## src/rtl/ads5404_ctrl.sv

```systemverilog
// ads5404_ctrl: bring-up and supervision sequencer for the ADS5404 capture
// front end. Runs on a free-running fabric clock, sequences the capture
// block's reset/enable/sync, confirms the returned sync and restarts the
// whole sequence whenever PLL lock is lost while ready.
module ads5404_ctrl #(
    parameter int RST_CYCLES    = 1024,
    parameter int LOCK_TIMEOUT  = 65535,
    parameter int SETTLE_CYCLES = 256,
    parameter int SYNC_CYCLES   = 16,
    parameter int SYNC_WINDOW   = 64,
    parameter int CNTW          = 16
) (
    input  logic       clk,
    input  logic       user_rst_n,
    input  logic       start,
    input  logic       resync,
    input  logic       pll_locked,
    input  logic       sync_out_0,
    input  logic       sync_out_1,
    output logic       adc_rst,
    output logic       adc_enable,
    output logic       adc_sync,
    output logic       ready,
    output logic       lane_phase,
    output logic [2:0] state,
    output logic       err_timeout,
    output logic       err_nosync,
    output logic [7:0] relock_count
);

    typedef enum logic [2:0] {
        ST_IDLE      = 3'd0,
        ST_RESET     = 3'd1,
        ST_WAIT_LOCK = 3'd2,
        ST_SETTLE    = 3'd3,
        ST_SYNC      = 3'd4,
        ST_WAIT_SYNC = 3'd5,
        ST_READY     = 3'd6,
        ST_FAULT     = 3'd7
    } state_t;

    // Counter reload values; each phase loads "length - 1" and exits at zero.
    localparam logic [CNTW-1:0] LD_RST    = CNTW'(RST_CYCLES - 1);
    localparam logic [CNTW-1:0] LD_LOCK   = CNTW'(LOCK_TIMEOUT - 1);
    localparam logic [CNTW-1:0] LD_SETTLE = CNTW'(SETTLE_CYCLES - 1);
    localparam logic [CNTW-1:0] LD_SYNC   = CNTW'(SYNC_CYCLES - 1);
    localparam logic [CNTW-1:0] LD_WIN    = CNTW'(SYNC_WINDOW - 1);
    localparam logic [CNTW-1:0] CNT_ZERO  = {CNTW{1'b0}};
    localparam logic [CNTW-1:0] CNT_ONE   = {{(CNTW-1){1'b0}}, 1'b1};

    // Saturating 8-bit increment for the lock-loss counter.
    function automatic logic [7:0] sat_inc8(input logic [7:0] v);
        return (v == 8'hFF) ? v : (v + 8'd1);
    endfunction

    state_t          r_state;
    logic [CNTW-1:0] r_cnt;
    logic [4:0]      r_meta;
    logic [4:0]      r_sync;
    logic            r_adc_rst;
    logic            r_adc_enable;
    logic            r_adc_sync;
    logic            r_ready;
    logic            r_lane_phase;
    logic            r_err_timeout;
    logic            r_err_nosync;
    logic [7:0]      r_relock_count;
    logic            r_seen;

    logic w_start;
    logic w_resync;
    logic w_lock;
    logic w_so0;
    logic w_so1;
    logic w_sync_any;
    logic w_lane;
    logic w_cnt_zero;
    logic w_detect_win;

    assign w_start      = r_sync[4];
    assign w_resync     = r_sync[3];
    assign w_lock       = r_sync[2];
    assign w_so1        = r_sync[1];
    assign w_so0        = r_sync[0];
    assign w_sync_any   = w_so0 | w_so1;
    assign w_lane       = w_so1 & ~w_so0;
    assign w_cnt_zero   = (r_cnt == CNT_ZERO);
    assign w_detect_win = (r_state == ST_SYNC) || (r_state == ST_WAIT_SYNC);

    // Two-flop synchronisers for every input (all inputs share the same latency).
    always_ff @(posedge clk or negedge user_rst_n) begin
        if (!user_rst_n) begin
            r_meta <= 5'b00000;
            r_sync <= 5'b00000;
        end else begin
            r_meta <= {start, resync, pll_locked, sync_out_1, sync_out_0};
            r_sync <= r_meta;
        end
    end

    // Bring-up sequencer: state, shared down-counter, registered outputs and flags.
    always_ff @(posedge clk or negedge user_rst_n) begin
        if (!user_rst_n) begin
            r_state        <= ST_IDLE;
            r_cnt          <= CNT_ZERO;
            r_adc_rst      <= 1'b1;
            r_adc_enable   <= 1'b0;
            r_adc_sync     <= 1'b0;
            r_ready        <= 1'b0;
            r_lane_phase   <= 1'b0;
            r_err_timeout  <= 1'b0;
            r_err_nosync   <= 1'b0;
            r_relock_count <= 8'd0;
            r_seen         <= 1'b0;
        end else begin
            // First returned sync after the pulse starts fixes the lane phase;
            // both lanes high together counts as the even lane.
            if (w_detect_win && !r_seen && w_sync_any) begin
                r_seen       <= 1'b1;
                r_lane_phase <= w_lane;
            end else begin
                r_seen <= r_seen;
            end

            if (w_start) begin
                r_state      <= ST_RESET;
                r_cnt        <= LD_RST;
                r_adc_rst    <= 1'b1;
                r_adc_enable <= 1'b0;
                r_adc_sync   <= 1'b0;
                r_ready      <= 1'b0;
                if ((r_state == ST_IDLE) || (r_state == ST_FAULT)) begin
                    r_err_timeout <= 1'b0;
                    r_err_nosync  <= 1'b0;
                end else begin
                    r_err_timeout <= r_err_timeout;
                    r_err_nosync  <= r_err_nosync;
                end
            end else begin
                case (r_state)
                    ST_IDLE: begin
                        r_adc_rst <= 1'b1;
                    end
                    ST_RESET: begin
                        if (w_cnt_zero) begin
                            r_state   <= ST_WAIT_LOCK;
                            r_cnt     <= LD_LOCK;
                            r_adc_rst <= 1'b0;
                        end else begin
                            r_cnt <= r_cnt - CNT_ONE;
                        end
                    end
                    ST_WAIT_LOCK: begin
                        if (w_lock) begin
                            r_state <= ST_SETTLE;
                            r_cnt   <= LD_SETTLE;
                        end else if (w_cnt_zero) begin
                            r_state       <= ST_FAULT;
                            r_err_timeout <= 1'b1;
                            r_adc_rst     <= 1'b1;
                            r_adc_enable  <= 1'b0;
                        end else begin
                            r_cnt <= r_cnt - CNT_ONE;
                        end
                    end
                    ST_SETTLE: begin
                        if (!w_lock) begin
                            r_state      <= ST_RESET;
                            r_cnt        <= LD_RST;
                            r_adc_rst    <= 1'b1;
                            r_adc_enable <= 1'b0;
                        end else if (w_cnt_zero) begin
                            r_state      <= ST_SYNC;
                            r_cnt        <= LD_SYNC;
                            r_adc_enable <= 1'b1;
                            r_adc_sync   <= 1'b1;
                            r_seen       <= 1'b0;
                        end else begin
                            r_cnt <= r_cnt - CNT_ONE;
                        end
                    end
                    ST_SYNC: begin
                        if (w_cnt_zero) begin
                            r_state    <= ST_WAIT_SYNC;
                            r_cnt      <= LD_WIN;
                            r_adc_sync <= 1'b0;
                        end else begin
                            r_cnt <= r_cnt - CNT_ONE;
                        end
                    end
                    ST_WAIT_SYNC: begin
                        if (r_seen || w_sync_any) begin
                            r_state <= ST_READY;
                            r_ready <= 1'b1;
                        end else if (w_cnt_zero) begin
                            r_state      <= ST_FAULT;
                            r_err_nosync <= 1'b1;
                            r_adc_rst    <= 1'b1;
                            r_adc_enable <= 1'b0;
                        end else begin
                            r_cnt <= r_cnt - CNT_ONE;
                        end
                    end
                    ST_READY: begin
                        // Lock loss outranks a resync request arriving in the same cycle.
                        if (!w_lock) begin
                            r_state        <= ST_RESET;
                            r_cnt          <= LD_RST;
                            r_relock_count <= sat_inc8(r_relock_count);
                            r_ready        <= 1'b0;
                            r_adc_rst      <= 1'b1;
                            r_adc_enable   <= 1'b0;
                        end else if (w_resync) begin
                            r_state    <= ST_SYNC;
                            r_cnt      <= LD_SYNC;
                            r_adc_sync <= 1'b1;
                            r_ready    <= 1'b0;
                            r_seen     <= 1'b0;
                        end else begin
                            r_ready <= 1'b1;
                        end
                    end
                    ST_FAULT: begin
                        r_adc_rst    <= 1'b1;
                        r_adc_enable <= 1'b0;
                    end
                    default: begin
                        r_state      <= ST_IDLE;
                        r_adc_rst    <= 1'b1;
                        r_adc_enable <= 1'b0;
                        r_adc_sync   <= 1'b0;
                        r_ready      <= 1'b0;
                    end
                endcase
            end
        end
    end

    assign adc_rst      = r_adc_rst;
    assign adc_enable   = r_adc_enable;
    assign adc_sync     = r_adc_sync;
    assign ready        = r_ready;
    assign lane_phase   = r_lane_phase;
    assign state        = r_state;
    assign err_timeout  = r_err_timeout;
    assign err_nosync   = r_err_nosync;
    assign relock_count = r_relock_count;

endmodule

```

## config.mk

```make
export PLATFORM = sky130hd
export DESIGN_NAME = ads5404_ctrl
export DESIGN_NICKNAME = d
export VERILOG_FILES = /design/src/rtl/ads5404_ctrl.sv
export SDC_FILE = /design/constraint.sdc
export NUM_CORES = 1
export LEC_CHECK = 0
export CORE_AREA = 2 2 111 113
export CTS_BUF_LIST = sky130_fd_sc_hd__clkbuf_8
export DETAILED_ROUTE_END_ITERATION = 16
export DIE_AREA = 0 0 113 115
export PLACE_DENSITY_LB_ADDON = 0.25
export SYNTH_ARGS = -nofsm -noshare
export SYNTH_HDL_FRONTEND = slang
export SYNTH_SLANG_ARGS = --single-unit
export TNS_END_PERCENT = 20
```

## constraint.sdc

```tcl
create_clock -name clk -period 2.7 [get_ports clk]
set_input_delay 0.675 -clock clk [delete_from_list [all_inputs] [get_ports clk]]
set_output_delay 0.675 -clock clk [all_outputs]
set_load 0.02 [all_outputs]
```

# Word-level counts from Yosys, hierarchy flattened

Index checks and enable logic that the tools add are counted.

$add $sub $neg: 2
$mul: 0
Div/mod/pow operators: 0
Magnitude comparators: 0
Eq/ne operators: 24
Shift-type cells: 0
Muxes and demuxes: 61
Bitwise gates (word level): 6
Reduce and logical (&&, ||, !) cells: 27

Operators by type and width:

| operator              | number |
|---|---|
| $mux 16               | 10 |
| $pmux 16 s6           | 1 |
| $mux 1                | 34 |
| $mux 3                | 10 |
| $ne 3x3->1 const B    | 9 |
| $pmux 3 s6            | 1 |
| $logic_not 16->1      | 1 |
| $sub 16x1->16 const B | 1 |
| $reduce_and 5->1      | 3 |
| $eq 3x3->1 const B    | 4 |
| $reduce_and 4->1      | 3 |
| $reduce_bool 6->1     | 2 |
| $pmux 1 s5            | 2 |
| $add 8x1->8 const B   | 1 |
| $eq 8x8->1 const B    | 1 |
| $ne 4x4->1 const B    | 2 |
| $reduce_bool 7->1     | 1 |
| $eq 3x2->1 const B    | 2 |
| $ne 3x2->1 const B    | 2 |
| $reduce_and 6->1      | 1 |
| $reduce_bool 2->1     | 3 |
| $ne 2x1->1 const B    | 2 |
| $not 1->1             | 4 |
| $pmux 1 s2            | 2 |
| 14 further kinds      | 18 |

Register bits after elaboration: 45
Bits in latches: 0
Bits in writable memories: 0
ROM bits: 0
Bits of input ports: 7
Output and inout bits: 18
Word-level logic and storage cells: 133
Memories: 0

# Depth between registers and ports, before layout

Depth after elaboration: 9
Mapped depth: 11
Mapped depth without buffers: 11

# Worst setup path before layout

OpenSTA, ideal clock, no wires.

Path kind: reg2reg
Start: reg r_cnt[0]
End: reg r_cnt[0]
Library setup time: 0.144 ns
Arrival time: 2.128 ns
Data required time: 2.556 ns
Path slack: 0.428 ns
Cell stages (with the launch flop): 12
Buffers on the path: 0
Clock period less this slack: 2.272 ns
Cells stage by stage: dfrtp_1 inv_1 ha_1 nor4b_1 nand4_1 ha_1 nand2_1 o21ai_0 a21oi_1 a21oi_1 a211oi_1 a21oi_1

Longest elaborated chain between the ends: 5
Elaborated cells on any way between the ends: 11
Classes of those cells: add/sub (1); mux (9); reduce/logical (1)

Ends and longest elaborated chain:

| element                                           | RTL line      | text |
|---|---|---|
| start: declaration                                | 57            | `logic [CNTW-1:0] r_cnt;` |
| start signal: assignment                          | 150           | `r_cnt <= r_cnt - CNT_ONE;` |
| start signal: assignment                          | 163           | `r_cnt <= r_cnt - CNT_ONE;` |
| start signal: assignment                          | 179           | `r_cnt <= r_cnt - CNT_ONE;` |
| $sub 16x1->16 or $logic_not 16->1 (tied branches) | -             |  |
| $mux 16 (on tied branches)                        | 157, 195, 172 |  |
| $mux 16 (on tied branches)                        | 192, 154, 167 |  |
| $pmux 16 s6 (*)                                   | 140           | `case (r_state)` |
| $mux 16 (*)                                       | 125           | `if (w_start) begin` |

Every way passes the cells marked *; elsewhere a longest branch is shown, timed or not. The select of a mux whose other input is x is not followed.
A chain may end at the register's enable or synchronous reset.

# Worst setup path after layout

Start: reg r_state[2], in the netlist state[2]
End: out state[2]

RTL lines:

| element                  | RTL line | text |
|---|---|---|
| start: declaration       | 56       | `state_t r_state;` |
| start signal: assignment | 104      | `r_state <= ST_IDLE;` |
| start signal: assignment | 126      | `r_state <= ST_RESET;` |
| start signal: assignment | 146      | `r_state <= ST_WAIT_LOCK;` |
| end: declaration         | 25       | `output logic [2:0] state,` |

No word-level cell between the ends.

==> metrics.log <==
[metrics] type of element capturing the critical path: output port
[metrics] deepest clock path buffer count: 2
[metrics] final net count: 393
[metrics] core region area: 11800 um2
[metrics] floorplan die height: 115 um
[metrics] number of register bits inferred by synthesis: 45
[metrics] post-synthesis instance area: 2900 um2
[metrics] FF/Latch Area: 1130 um2
[metrics] endpoints failing hold: 0
[metrics] cts-stage hold buffer count: 0
[metrics] number of global-route vias before repair: 2718
[metrics] total routing usage reported by global routing: 0.137
[metrics] final weighted congestion in routability-driven placement: 0.838
[metrics] CP Cell Sequence: clkdlybuf4s50_1
[metrics] number of vias per cell: 5.17
[metrics] number of max-cap violations: 0
[metrics] Async SR Flop Fraction: 1.00
[metrics] Die Footprint: 13000 um2
[metrics] number of gates resized after CTS: 0
[metrics] reported leakage power: 0.00134 uW
[metrics] total half-perimeter wirelength after legalization and detailed placement: 6.49 mm
[metrics] Setup TNS: 0 ns
[metrics] width of the chip: 113 um
[metrics] first-pass GRT wire length: 14.3 mm
[metrics] Tightest Pin Transition: 0.744 ns
[metrics] headroom to the max-slew limit: 0.504
[metrics] Largest delay share family, worst path: flip-flops
[metrics] Clk network pwr share: 0.175
[metrics] Num CTS Buffers: 5
[metrics] highest cell delay on the worst timing path: 0.84 ns
[metrics] Final Util: 0.298
[metrics] clock-pin slew of the registers on the worst-case setup and hold paths: 0.10 ns
[metrics] Setup-failing EPs final: 0
[metrics] result of the run: completed
[metrics] post-route antenna net violation count: 0
[metrics] CTS tree: yes
[metrics] post-synthesis net count: 358
[metrics] critical path startpoint category: flip-flop
[metrics] # DRC: 0
[metrics] Worst path slowest cell: sky130_fd_sc_hd__dfrtp_1
[metrics] sequential fraction of the synthesis area: 0.389
[metrics] total net switching power: 1190 uW
[metrics] placed cell count: 521
[metrics] count of flip-flops with a built-in enable after synthesis: 0
[metrics] Power Internal: 1480 uW
[metrics] Worst Path Class, Setup: flip-flop to output port
[metrics] initial DRC count: 202
[metrics] Ports: 25
[metrics] critical path required time: 2.03 ns
[metrics] number of antenna violations at the first check in global routing: 0
[metrics] area occupied by multi-input gates: 1640 um2
[metrics] crit share post-route: 0.950
[metrics] non-filler cells in the finished layout: 529
[metrics] synthesis-to-finish area growth: 21.3%
[metrics] cell area power density: 758 nW/um2
[metrics] average cell area after synthesis: 8.38 um2
[metrics] unrepaired setup endpoints after global routing: false
[metrics] max-slew violation count: 0
[metrics] final critical-path required period: 2.56 ns
[metrics] clock insertion delay at the later pin of the skew report: 0.31 ns
[metrics] Sw Ratio: 0.444
[metrics] Antenna Diode Count: 0
[metrics] total wirelength of the detailed-routed design: 8.72 mm
[metrics] routed vias: 2733
[metrics] Buffers & Inverters on Critical Path: 1
[metrics] achievable clock frequency: 390 MHz
[metrics] buffer count from post-CTS setup fixing: 0
[metrics] Post-synth top flop: sky130_fd_sc_hd__dfrtp_1
[metrics] number of standard-cell rows in the floorplan: 40
[metrics] Hold/Removal Path Class: input pin to async pin
[metrics] Root Buffer: sky130_fd_sc_hd__clkbuf_8
[metrics] Logic pwr share: 0.468
[metrics] proportion of power drawn by flip-flops and latches: 0.357
[metrics] pin count of the biggest net entering global routing: 27
[metrics] Unique masters post-synth: 62
[metrics] CTS HTree Levels: 2
[metrics] data arrival time of the critical path: 1.89 ns
[metrics] maximum clock skew at final layout: 0.0120 ns
[metrics] fill cell total of the finished layout: 1275
[metrics] starting density of the core: 0.246
[metrics] length of the first detailed-routing pass in iterations: 4
[metrics] crit-path max FO: 23
[metrics] post-synthesis cell count: 346
[metrics] clock net sink count: 45
[metrics] # port buffers: 24
[metrics] overflow left after global routing: 0
[metrics] VDD IR max: 284 uV
[metrics] fraction of final layout cells with drive strength greater than 1: 0.134
[metrics] count of yosys warnings during synthesis: 0
[metrics] final routed wire length divided by cell count: 16.5 um
-- per-stage QoR --
stage | hold WS, ns | cell area (um2) | total power, uW | worst slack [ns]
floorplan | 0.331 | 2900 | 1750 | 0.428
global placement | 0.333 | 3420 | 2200 | 0.399
detailed placement | 0.336 | 3420 | 2210 | 0.304
CTS | 0.330 | 3520 | 2690 | 0.127
global route | 0.346 | 3520 | 2870 | 0.0129
finish | 0.326 | 3520 | 2670 | 0.136
-- cell usage in the layout, fill, tap and decap left out, types with 3 or more instances in the layout --
cell,instances
sky130_fd_sc_hd__a211oi_1,7
sky130_fd_sc_hd__a21o_1,3
sky130_fd_sc_hd__a21oi_1,34
sky130_fd_sc_hd__a221oi_1,3
sky130_fd_sc_hd__a22o_1,3
sky130_fd_sc_hd__a311oi_1,4
sky130_fd_sc_hd__a31oi_1,10
sky130_fd_sc_hd__and2_1,3
sky130_fd_sc_hd__and3_1,3
sky130_fd_sc_hd__buf_4,27
sky130_fd_sc_hd__clkbuf_8,6
sky130_fd_sc_hd__clkdlybuf4s50_1,23
sky130_fd_sc_hd__dfrtp_1,44
sky130_fd_sc_hd__ha_1,5
sky130_fd_sc_hd__inv_1,8
sky130_fd_sc_hd__nand2_1,32
sky130_fd_sc_hd__nand2b_1,5
sky130_fd_sc_hd__nand3_1,8
sky130_fd_sc_hd__nand4_1,7
sky130_fd_sc_hd__nor2_1,33
sky130_fd_sc_hd__nor2b_1,8
sky130_fd_sc_hd__nor3_1,10
sky130_fd_sc_hd__nor4_1,4
sky130_fd_sc_hd__o211ai_1,6
sky130_fd_sc_hd__o21ai_0,25
sky130_fd_sc_hd__o22ai_1,3
sky130_fd_sc_hd__or3_1,6
sky130_fd_sc_hd__xnor2_1,7
sky130_fd_sc_hd__xor2_1,3
-- cell type report --
type	instances	share of cell area
Clock inverter	2	0.00462
Multi-Input combinational cell	269	0.465
Inverter	9	0.00960
Tap cell	147	0.0523
Clock buffer	6	0.0235
Sequential cell	45	0.320
Timing Repair Buffer	51	0.124
-- flip-flops by register name (all words and copies together), names as in the netlist --
| name | flops |
|---|---|
| relock_count | 8 |
| r_sync | 5 |
| err_nosync | 1 |
| adc_sync | 1 |
| adc_enable | 1 |
| r_meta | 5 |
| adc_rst | 1 |
| state | 3 |
| r_seen | 1 |
| err_timeout | 1 |
| ready | 1 |
| r_cnt | 16 |
| lane_phase | 1 |
-- power by group through the flow --
stage | registers (uW) | logic (uW) | clock network [uW]
floorplan | 926 | 823 | 0
global placement | 959 | 1240 | 0
detailed placement | 966 | 1240 | 0
CTS | 951 | 1250 | 488
global route | 971 | 1390 | 507
finish | 952 | 1250 | 467
-- final timing paths --
path                             from   endpoint  cells after the start  slack, ns
max                          state[2]   state[2]                      1       0.14
min                        user_rst_n  r_cnt[12]                      2       0.33
max reg2reg                  r_cnt[0]   r_cnt[0]                     12       0.26
min reg2reg                 r_meta[0]  r_sync[0]                      0       0.35
max in group asynchronous  user_rst_n    adc_rst                      2       2.02
min in group clk            r_meta[0]  r_sync[0]                      0       0.35
-- metal layers --
layer / GRT usage / up-vias / part of all wire
met5: 0 / - / 0
li1: - / 1344 / -
met4: 0.0350 / 0 / 0.0095
met3: 0.0232 / 7 / 0.046
met1: 0.195 / 1323 / 0.49
met2: 0.216 / 59 / 0.46
-- kinds of logic (layout without fill, tap and decap cells) --
family          after synthesis  count (layout)  synth area share
simple gates                137             137             0.251
compound gates              114             114             0.249
flops                        45              45             0.389
buf+inv                      32              68            0.0470
xor+xnor                     10              10            0.0302
fa+ha+maj                     6               6            0.0250
mux                           2               2           0.00906
-- cells in the mapped netlist, types with 2 or more instances --
cell type | instances | share of area
sky130_fd_sc_hd__nor4b_1 | 2 | 0.0060
sky130_fd_sc_hd__or3_1 | 6 | 0.013
sky130_fd_sc_hd__and4_1 | 2 | 0.0060
sky130_fd_sc_hd__nor2b_1 | 8 | 0.017
sky130_fd_sc_hd__buf_1 | 5 | 0.0065
sky130_fd_sc_hd__xor2_1 | 3 | 0.0091
sky130_fd_sc_hd__o22ai_1 | 3 | 0.0065
sky130_fd_sc_hd__dfrtp_1 | 44 | 0.38
sky130_fd_sc_hd__a31oi_1 | 10 | 0.022
sky130_fd_sc_hd__a21o_1 | 3 | 0.0078
sky130_fd_sc_hd__nor3_1 | 10 | 0.017
sky130_fd_sc_hd__ha_1 | 5 | 0.022
sky130_fd_sc_hd__and4b_1 | 2 | 0.0069
sky130_fd_sc_hd__clkbuf_1 | 12 | 0.016
sky130_fd_sc_hd__nor3b_1 | 2 | 0.0052
sky130_fd_sc_hd__buf_2 | 4 | 0.0069
sky130_fd_sc_hd__nand3b_1 | 2 | 0.0052
sky130_fd_sc_hd__nor2_1 | 33 | 0.043
sky130_fd_sc_hd__nor4_1 | 4 | 0.0086
sky130_fd_sc_hd__o211ai_1 | 6 | 0.016
sky130_fd_sc_hd__a211oi_1 | 7 | 0.018
sky130_fd_sc_hd__nand2_1 | 32 | 0.041
sky130_fd_sc_hd__nand2b_1 | 5 | 0.011
sky130_fd_sc_hd__nand3_1 | 8 | 0.014
sky130_fd_sc_hd__nand4_1 | 7 | 0.015
sky130_fd_sc_hd__xnor2_1 | 7 | 0.021
sky130_fd_sc_hd__or2_2 | 2 | 0.0043
sky130_fd_sc_hd__o31ai_1 | 2 | 0.0052
sky130_fd_sc_hd__a22oi_1 | 2 | 0.0052
sky130_fd_sc_hd__and2_1 | 3 | 0.0065
sky130_fd_sc_hd__a21oi_1 | 34 | 0.059
sky130_fd_sc_hd__and3_1 | 3 | 0.0065
sky130_fd_sc_hd__a22o_1 | 3 | 0.0091
sky130_fd_sc_hd__o21ai_0 | 25 | 0.043
sky130_fd_sc_hd__inv_1 | 8 | 0.010
sky130_fd_sc_hd__a311oi_1 | 4 | 0.012
sky130_fd_sc_hd__a221oi_1 | 3 | 0.0091
(Power assumes the default switching activity.)
